$ cat src/rtl/ir_issue_ctrl_pkg.sv
// Shared types and defaults for the IR-stage issue controller.
// The queue entry layout is kept small: only the fields that the issue
// decision inspects (valid, regfile_we, rd) plus a payload that is carried through.
package ir_issue_ctrl_pkg;

    localparam int NUM_SCALAR_INSTR  = 2;
    localparam int ROB_CREDITS_DEF   = 32;
    localparam int PREG_CREDITS_DEF  = 32;

    typedef struct packed {
        logic        valid;
        logic [31:0] pc;
        logic [6:0]  opcode;
        logic [4:0]  rs1;
        logic [4:0]  rs2;
        logic [4:0]  rd;
        logic        regfile_we;
    } instr_entry_t;

    typedef struct packed {
        instr_entry_t instr;
    } id_ir_stage_t;

    // One registered slot handed to rename.
    typedef struct packed {
        id_ir_stage_t instr;
        logic         valid;
    } ir_issue_t;

    // An entry consumes a physical register only if it really writes a
    // register other than x0.
    function automatic logic needs_preg(id_ir_stage_t e);
        return e.instr.valid & e.instr.regfile_we & (e.instr.rd != 5'd0);
    endfunction

endpackage

$ cat src/rtl/ir_issue_ctrl_if.sv
// Queue-side and rename-side signals of the issue controller.
//
// Handshake: the queue presents iq_instr whenever iq_empty is low; an entry
// is consumed in the same cycle its read_head bit is high (no ready from
// the queue side). Towards rename, rn_valid marks a slot as carrying an
// instruction; rename accepts it on any cycle where rn_stall is low, and
// while rn_stall is high with any slot valid the slots are held unchanged.
interface ir_issue_ctrl_if;
    import ir_issue_ctrl_pkg::*;

    id_ir_stage_t [1:0] iq_instr;
    logic               iq_empty;
    logic [1:0]         read_head;
    logic               rn_stall;
    id_ir_stage_t [1:0] rn_instr;
    logic [1:0]         rn_valid;

    // Issue controller side.
    modport master (
        input  iq_instr,
        input  iq_empty,
        input  rn_stall,
        output read_head,
        output rn_instr,
        output rn_valid
    );

    // Queue / rename side.
    modport slave (
        output iq_instr,
        output iq_empty,
        output rn_stall,
        input  read_head,
        input  rn_instr,
        input  rn_valid
    );

endinterface

$ cat src/rtl/ir_issue_ctrl_credit_counter.sv
// Credit counter: starts at MAX, takes up to two debits and two credits per
// cycle, and can be reloaded. Going below zero or above MAX means the
// surrounding logic lost track of allocations.
module issue_credit_counter #(
    parameter int MAX = 32,
    parameter int CW  = $clog2(MAX + 1)
) (
    input  logic          clk_i,
    input  logic          rst_i,
    input  logic          load_i,
    input  logic [CW-1:0] load_val_i,
    input  logic [1:0]    dec_i,
    input  logic [1:0]    inc_i,
    output logic [CW-1:0] count_o
);

    localparam logic [CW-1:0] RESET_VAL = MAX[CW-1:0];
    localparam logic [CW:0]   MAX_W     = MAX[CW:0];

    logic [CW-1:0] count_q, count_d;
    logic [CW:0]   plus_w;
    logic [CW:0]   sum_w;

    // Next count; one extra bit so that wrap in either direction is visible.
    always_comb begin
        plus_w  = {1'b0, count_q} + {{(CW-1){1'b0}}, inc_i};
        sum_w   = plus_w - {{(CW-1){1'b0}}, dec_i};
        count_d = load_i ? load_val_i : sum_w[CW-1:0];
    end

    // Count register.
    always_ff @(posedge clk_i) begin
        if (rst_i) begin
            count_q <= RESET_VAL;
        end else begin
            count_q <= count_d;
        end
    end

    // Credit accounting must never wrap or exceed the pool size.
    always_ff @(posedge clk_i) begin
        if (!rst_i && !load_i) begin
            assert (plus_w >= {{(CW-1){1'b0}}, dec_i})
                else $error("credit underflow: count=%0d dec=%0d inc=%0d", count_q, dec_i, inc_i);
            assert (plus_w < {{(CW-1){1'b0}}, dec_i} || sum_w <= MAX_W)
                else $error("credit overflow: count=%0d dec=%0d inc=%0d", count_q, dec_i, inc_i);
        end
    end

    assign count_o = count_q;

endmodule

$ cat src/rtl/ir_issue_ctrl.sv
// Issue controller between the IR-stage queue and rename. Issues 0, 1 or 2
// head entries in order, strobes the queue in the same cycle, registers the
// issued pair for rename and keeps ROB / physical-register credits so rename
// never receives more than it can allocate.
module ir_issue_ctrl
    import ir_issue_ctrl_pkg::*;
#(
    parameter int ROB_CREDITS  = ROB_CREDITS_DEF,
    parameter int PREG_CREDITS = PREG_CREDITS_DEF,
    parameter int CW = $clog2(((ROB_CREDITS > PREG_CREDITS) ? ROB_CREDITS : PREG_CREDITS) + 1)
) (
    input  logic           clk_i,
    input  logic           rst_i,
    input  logic           flush_i,
    ir_issue_ctrl_if.master bus,
    input  logic [1:0]     rob_ret_i,
    input  logic [1:0]     preg_ret_i,
    input  logic [CW-1:0]  preg_free_i,
    output logic [CW-1:0]  rob_credit_o,
    output logic [CW-1:0]  preg_credit_o
);

    localparam logic [CW-1:0] ROB_FULL = ROB_CREDITS[CW-1:0];

    ir_issue_t [1:0] slots_q, slots_d;
    logic [CW-1:0]   rob_cnt, preg_cnt;
    logic            need0, need1;
    logic [1:0]      need_sum;
    logic            hold;
    logic            issue0, issue1;
    logic [1:0]      rob_dec, preg_dec;

    // Issue decision: in order, gated by backpressure and credits held at
    // the start of the cycle (returns arriving now are not yet usable).
    always_comb begin
        need0    = needs_preg(bus.iq_instr[0]);
        need1    = needs_preg(bus.iq_instr[1]);
        need_sum = {1'b0, need0} + {1'b0, need1};
        hold     = (slots_q[0].valid | slots_q[1].valid) & bus.rn_stall;
        issue0   = ~rst_i & ~flush_i & ~bus.iq_empty & bus.iq_instr[0].instr.valid & ~hold
                 & (rob_cnt != '0)
                 & (preg_cnt >= {{(CW-1){1'b0}}, need0});
        issue1   = issue0 & bus.iq_instr[1].instr.valid
                 & (rob_cnt >= {{(CW-2){1'b0}}, 2'd2})
                 & (preg_cnt >= {{(CW-2){1'b0}}, need_sum});
        rob_dec  = {1'b0, issue0} + {1'b0, issue1};
        preg_dec = {1'b0, issue0 & need0} + {1'b0, issue1 & need1};
    end

    // Next contents of the rename slots: cleared on flush, frozen on hold,
    // otherwise loaded from the queue head with the issue bits as valids.
    always_comb begin
        slots_d = slots_q;
        if (flush_i) begin
            slots_d[0].valid = 1'b0;
            slots_d[1].valid = 1'b0;
        end else if (!hold) begin
            slots_d[0].instr = bus.iq_instr[0];
            slots_d[0].valid = issue0;
            slots_d[1].instr = bus.iq_instr[1];
            slots_d[1].valid = issue1;
        end
    end

    // Rename slot register.
    always_ff @(posedge clk_i) begin
        if (rst_i) begin
            slots_q <= '0;
        end else begin
            slots_q <= slots_d;
        end
    end

    // ROB entries: refilled to the full pool on flush.
    issue_credit_counter #(
        .MAX (ROB_CREDITS),
        .CW  (CW)
    ) u_rob_credit (
        .clk_i      (clk_i),
        .rst_i      (rst_i),
        .load_i     (flush_i),
        .load_val_i (ROB_FULL),
        .dec_i      (rob_dec),
        .inc_i      (rob_ret_i),
        .count_o    (rob_cnt)
    );

    // Physical registers: resynchronised to the free list on flush.
    issue_credit_counter #(
        .MAX (PREG_CREDITS),
        .CW  (CW)
    ) u_preg_credit (
        .clk_i      (clk_i),
        .rst_i      (rst_i),
        .load_i     (flush_i),
        .load_val_i (preg_free_i),
        .dec_i      (preg_dec),
        .inc_i      (preg_ret_i),
        .count_o    (preg_cnt)
    );

    // Drive the queue strobes and the rename-facing view of the slots.
    always_comb begin
        bus.read_head   = {issue1, issue0};
        bus.rn_instr[0] = slots_q[0].instr;
        bus.rn_instr[1] = slots_q[1].instr;
        bus.rn_valid    = {slots_q[1].valid, slots_q[0].valid};
    end

    assign rob_credit_o  = rob_cnt;
    assign preg_credit_o = preg_cnt;

endmodule

$ cat src/flat_wrapper.sv
// flat-port wrapper written by rule: the top's interface ports become plain ports
module ir_issue_ctrl_flat import ir_issue_ctrl_pkg::*;
#(
    parameter int ROB_CREDITS  = ROB_CREDITS_DEF,
    parameter int PREG_CREDITS = PREG_CREDITS_DEF,
    parameter int CW = $clog2(((ROB_CREDITS > PREG_CREDITS) ? ROB_CREDITS : PREG_CREDITS) + 1)
)
  (clk_i, rst_i, flush_i, rob_ret_i, preg_ret_i, preg_free_i, rob_credit_o, preg_credit_o, bus_iq_instr, bus_iq_empty, bus_rn_stall, bus_read_head, bus_rn_instr, bus_rn_valid);
  ir_issue_ctrl_if bus_i ();
  input  logic clk_i;
  input  logic rst_i;
  input  logic flush_i;
  input  logic [1:0] rob_ret_i;
  input  logic [1:0] preg_ret_i;
  input  logic [CW-1:0] preg_free_i;
  output logic [CW-1:0] rob_credit_o;
  output logic [CW-1:0] preg_credit_o;
  input wire logic [$bits(bus_i.iq_instr)-1:0] bus_iq_instr;
  input wire logic [$bits(bus_i.iq_empty)-1:0] bus_iq_empty;
  input wire logic [$bits(bus_i.rn_stall)-1:0] bus_rn_stall;
  output wire logic [$bits(bus_i.read_head)-1:0] bus_read_head;
  output wire logic [$bits(bus_i.rn_instr)-1:0] bus_rn_instr;
  output wire logic [$bits(bus_i.rn_valid)-1:0] bus_rn_valid;
  assign bus_i.iq_instr = bus_iq_instr;
  assign bus_i.iq_empty = bus_iq_empty;
  assign bus_i.rn_stall = bus_rn_stall;
  assign bus_read_head = bus_i.read_head;
  assign bus_rn_instr = bus_i.rn_instr;
  assign bus_rn_valid = bus_i.rn_valid;
  ir_issue_ctrl #(.ROB_CREDITS(ROB_CREDITS), .PREG_CREDITS(PREG_CREDITS), .CW(CW)) u_core (.clk_i(clk_i), .rst_i(rst_i), .flush_i(flush_i), .bus(bus_i), .rob_ret_i(rob_ret_i), .preg_ret_i(preg_ret_i), .preg_free_i(preg_free_i), .rob_credit_o(rob_credit_o), .preg_credit_o(preg_credit_o));
endmodule
$ cat config.mk
export PLATFORM = sky130hd
export DESIGN_NAME = ir_issue_ctrl_flat
export DESIGN_NICKNAME = d
export VERILOG_FILES = /design/src/rtl/ir_issue_ctrl_pkg.sv /design/src/rtl/ir_issue_ctrl_if.sv /design/src/rtl/ir_issue_ctrl_credit_counter.sv /design/src/rtl/ir_issue_ctrl.sv /design/src/flat_wrapper.sv
export SDC_FILE = /design/constraint.sdc
export NUM_CORES = 1
export LEC_CHECK = 0
export ABC_AREA = 1
export CAP_MARGIN = 20
export CORE_MARGIN = 1.5
export CORE_UTILIZATION = 24
export DETAILED_ROUTE_END_ITERATION = 8
export DONT_BUFFER_PORTS = 1
export GPL_ROUTABILITY_DRIVEN = 0
export PLACE_DENSITY = 0.44
export SYNTH_ARGS = -nofsm -noshare
export SYNTH_HDL_FRONTEND = slang
export SYNTH_SLANG_ARGS = --single-unit
$ cat constraint.sdc
create_clock -name clk_i -period 13.6 [get_ports clk_i]
set_clock_uncertainty 0.2 [all_clocks]
set_input_delay 3.4 -clock clk_i [delete_from_list [all_inputs] [get_ports clk_i]]
set_output_delay 3.4 -clock clk_i [all_outputs]
set_load 0.02 [all_outputs]
Word level (Yosys, flattened, before mapping)
Index checks and enable logic that the tools add are counted.

Bits of input ports: 127. Output and inout port bits: 128. Register bits: 126.

Reductions and logical operators: 5. $lt $le $gt $ge: 3. Bitwise gates (word level): 21. Muxes and demuxes: 1. $add $sub $neg: 7.

Operator list (number): 1-bit AND (16); 6-bit by 2-bit adder with 6-bit output (2); 6-bit by 2-bit subtractor with 6-bit output (2); 5-bit nonzero test (2); 1-bit by 1-bit adder with 2-bit output (3); 6-bit by 1-bit greater-or-equal comparator with 1-bit output (1); 6-bit by 2-bit greater-or-equal comparator with 1-bit output (1); 6-bit by 2-bit greater-or-equal comparator with 1-bit output (second input constant) (1); 6-bit 2-to-1 mux (1); 6-bit nonzero test (1); 1-bit inverter (4); 2-bit AND reduction (1); 2-bit OR reduction (1); 1-bit bitwise OR (1).

Depth between registers and ports, before layout
Depth after elaboration: 14. Gate-level depth with buffers: 25. Depth with buffers taken out: 25.

Hierarchy
Synthesis repeated with hierarchy kept, for this count alone.

Cells, all modules: 697. Area, all modules: 6073.3 µm².

Modules (own cells, without submodules): ir_issue_ctrl (cells an instance 551, times used 1, sequential area each 2282.2 µm², area each 5091.1 µm²); issue_credit_counter (u_core.u_preg_credit) (cells an instance 73, times used 1, sequential area each 120.1 µm², area each 494.2 µm²); issue_credit_counter (u_core.u_rob_credit) (cells an instance 73, times used 1, sequential area each 120.1 µm², area each 488.0 µm²).

Worst setup path before layout
No wires, ideal clock.

Path kind: input -> output. Start: input bus_iq_instr[2]. End: output bus_read_head[1]. Buffers on the path: 1. Setup slack: 5.185 ns. Stages: 11. Data arrival time: 4.815 ns. Data required time: 10.000 ns. Path through: nor3_1 > nand2_1 > nand3_1 > inv_1 > ha_1 > ha_1 > nand4_1 > nand3_1 > nand2_1 > nor2_2 > buf_4.

Cells in the longest elaborated chain, start to end: 7. Elaborated cells on any way between the ends: 9.

Ends and longest elaborated chain: start: declaration (RTL line flat_wrapper.sv:18) `input wire logic [$bits(bus_i.iq_instr)-1:0] bus_iq_instr;`; 5-bit nonzero test * (RTL line ir_issue_ctrl_pkg.sv:33) `return e.instr.valid & e.instr.regfile_we & (e.instr.rd != 5'd0);`; 1-bit AND * (RTL line ir_issue_ctrl_pkg.sv:33); 6-bit by 1-bit greater-or-equal comparator with 1-bit output (RTL line ir_issue_ctrl.sv:42) `& (preg_cnt >= {{(CW-1){1'b0}}, need0});`; 1-bit AND (RTL line ir_issue_ctrl.sv:42); 1-bit AND (RTL line ir_issue_ctrl.sv:43) `issue1 = issue0 & bus.iq_instr[1].instr.valid`; 1-bit AND (RTL line ir_issue_ctrl.sv:44) `& (rob_cnt >= {{(CW-2){1'b0}}, 2'd2})`; 1-bit AND * (RTL line ir_issue_ctrl.sv:45) `& (preg_cnt >= {{(CW-2){1'b0}}, need_sum});`; end: declaration (RTL line flat_wrapper.sv:21) `output wire logic [$bits(bus_i.read_head)-1:0] bus_read_head;`.

Mark *: on every way between the ends. The rest lies on a longest branch, timed or not.

Worst setup path in the final report
Ends and elaborated chain as after synthesis.

==> flow_summary.ini <==
[yosys]
netlist_instances = 681
syn_area_um2 = 5240
synth_warnings = 0
syn_area_per_cell_um2 = 7.70
ys_ff_latch = 126
yosys.cell_types.count = 26
syn_nets = 838
ys_seq_area_share_pct = 48.1

[detailed_routing]
num_vias = 4179
drtIter0Drc = 142
wire_per_inst_um = 15.9
routed_wl_um = 15100
vias_per_cell = 4.39
ant_nets = 0
drc = 0
first_pass_iters = 4

[setup_path]
cp_slowest_stage_delay_ps = 340
required_ps = 10000
path_delay_family = simple AND/OR/NAND/NOR gates
path_class = input pin to primary output
cp_max_fo = 3
critPathBufInv = 1
end_kind = primary output
worst_setup_path_start_kind = input pin
path_cells = nor3_1, nand2_1, nand3_1, inv_1, ha_1, ha_1, nand4_1, nand3_1, nand2_1, nor2_2
startpoint = bus_iq_instr[2]
slowest_stage = nor2_2
critical_path_arrival_ps = 5030
worstReg2RegStart = u_core.u_preg_credit.count_o[2]
r2r_slack_ps = 9410

[cts]
cts_hold_buf = 0
cts_num_sinks = 126
insertion_delay_ps = 410
post_cts_resized = 0
htree_levels = 4
cts_buffer_depth = 2
cts_setup_buffers = 0
cts_tree = built
root_buffer = clkbuf_16
clk_pin_slew_ps = 60
cts_buffers = 17

[place]
dp_hpwl_um = 10800
place_inst = 921
place_area_um2 = 5390
port_buffers = 0

[floorplanning]
initial_utilization_pct = 24.7
core_area_um2 = 21200
die_h_um = 151
dieArea_um2 = 22700
rows = 53
ios = 255
die_w_um = 151

[sta]
final_max_slew_viol_count = 0
slew-limit-headroom_pct = 31.0
fin_crit_ps = 8630
max_freq_mhz = 116
setup_viol = 0
fin_tns_setup_ps = 0
rsz0062_at_grt = no
timing.hold.ws_ps = 382
hold_viol_final = 0
fin_crit_sh_pct = 63.5
tightest_slew_ps = 1040

[global_route]
overflow = 0
track_usage_pct = 12.7
grt_pass1_wl_um = 21500
grt_max_degree = 87
antenna_found_initial = 0
grt_pass1_vias = 3903

[final_layout]
layout-drive-gt1-share_pct = 6.34
seq_area_um2 = 2520
final_nets = 822
diodes = 0
fin_cells = 953
final_common_cell = nor2_1
finish.utilization_pct = 28.4
n_fill_cell = 2372
mostFrequentLayoutCells = nor2_1, dfxtp_1, o21ai_1
multi_input_area_um2 = 2280
final_cell_area_um2 = 6030
area_delta_synth_final_pct = 15.1

[run_status]
outcome = finished clean

[min_path]
hp-start = u_core.bus.rn_instr[9]
hold_class = flop to flop

[power_and_ir_drop]
ir_worst_vdd_mv = 0.0681
power_density_nw_per_um2 = 176
p_leak_nw = 2.66

[flow_run]
cap_violations = 0
==> state kept, by name, summed over array words and instances (netlist names) <==
register	cells
u_core.u_rob_credit.count_o	6
u_core.u_preg_credit.count_o	6
u_core.bus.rn_instr	112
u_core.bus.rn_valid	2
==> power by group <==
group / internal [mW] / total, mW / switching, mW
registers: 0.397 / 0.452 / 0.0547
clock network: 0.314 / 0.504 / 0.190
logic: 0.0374 / 0.103 / 0.0657
total: 0.749 / 1.06 / 0.311
==> tightest hold or removal path, stage by stage (launching register included) <==
cell     delay [ps]
dfxtp_1         370
nor2_1          120
nor2_1           50
==> layer usage <==
layer	part of all wire, %	GRT usage [%]	routed length (um)	vias to the layer above
met4	1.3	5.44	201	0
li1	-	-	-	2137
met1	41	13.9	6230	1856
met3	12	6.66	1860	13
met2	45	20.5	6860	173
met5	0	0	0	-
==> cells in the mapped netlist <==
| cell type | number | share of area, % |
|---|---|---|
| a21o_1 | 1 | 0.14 |
| clkbuf_1 | 11 | 0.79 |
| dfxtp_1 | 126 | 48 |
| nor3_1 | 3 | 0.29 |
| fa_1 | 6 | 2.3 |
| nand3_2 | 1 | 0.19 |
| nand3_1 | 13 | 1.2 |
| a21boi_0 | 1 | 0.14 |
| inv_2 | 4 | 0.29 |
| nor2_1 | 241 | 17 |
| buf_2 | 7 | 0.67 |
| o21ai_0 | 21 | 2.0 |
| xnor2_1 | 1 | 0.17 |
| o211ai_1 | 1 | 0.14 |
| o21ai_1 | 100 | 9.5 |
| a21oi_1 | 11 | 1.0 |
| o21ai_2 | 1 | 0.17 |
| ha_1 | 24 | 5.7 |
| nand2_1 | 26 | 1.9 |
| a31oi_1 | 1 | 0.12 |
| buf_6 | 2 | 0.43 |
| nand4_1 | 6 | 0.72 |
| buf_4 | 18 | 2.6 |
| inv_1 | 52 | 3.7 |
| nand3b_1 | 1 | 0.14 |
| nor2_2 | 2 | 0.24 |
==> cell type report <==
class	instances	share of cell area, %
Timing Repair Buffer	3	0.373
Multi-Input combinational cell	461	37.9
Tap cell	275	5.70
Clock inverter	15	3.65
Sequential cell	126	41.8
Clock buffer	17	7.05
Inverter	56	3.55
==> cell families (layout without fill, tap and decap cells) <==
logic type	Yosys count	in the layout	share of synthesized area, %
DFF	126	126	48.1
xor gates and xnor gates	1	1	0.167
AOI/OAI and AO/OA	137	137	13.3
and+or+nand+nor	293	293	21.9
buffers and inverters	94	91	8.47
adders and majority gates	30	30	8.02
==> through the flow <==
stage	power [mW]	setup WS [ps]
2_1_floorplan	0.540	5190
3_3_place_gp	0.566	4930
3_5_place_dp	0.567	4930
4_1_cts	1.08	4930
5_1_grt	1.12	4800
6_report	1.06	4970
==> path summary, 6_finish.rpt <==
path | to | cells past startpoint
max | bus_read_head[1] | 10
min | u_core.bus.rn_instr[9] | 2
max reg2reg | u_core.u_rob_credit.count_o[4] | 18
min reg2reg | u_core.bus.rn_instr[9] | 2
No activity file was read; power rests on OpenSTA's default activity.
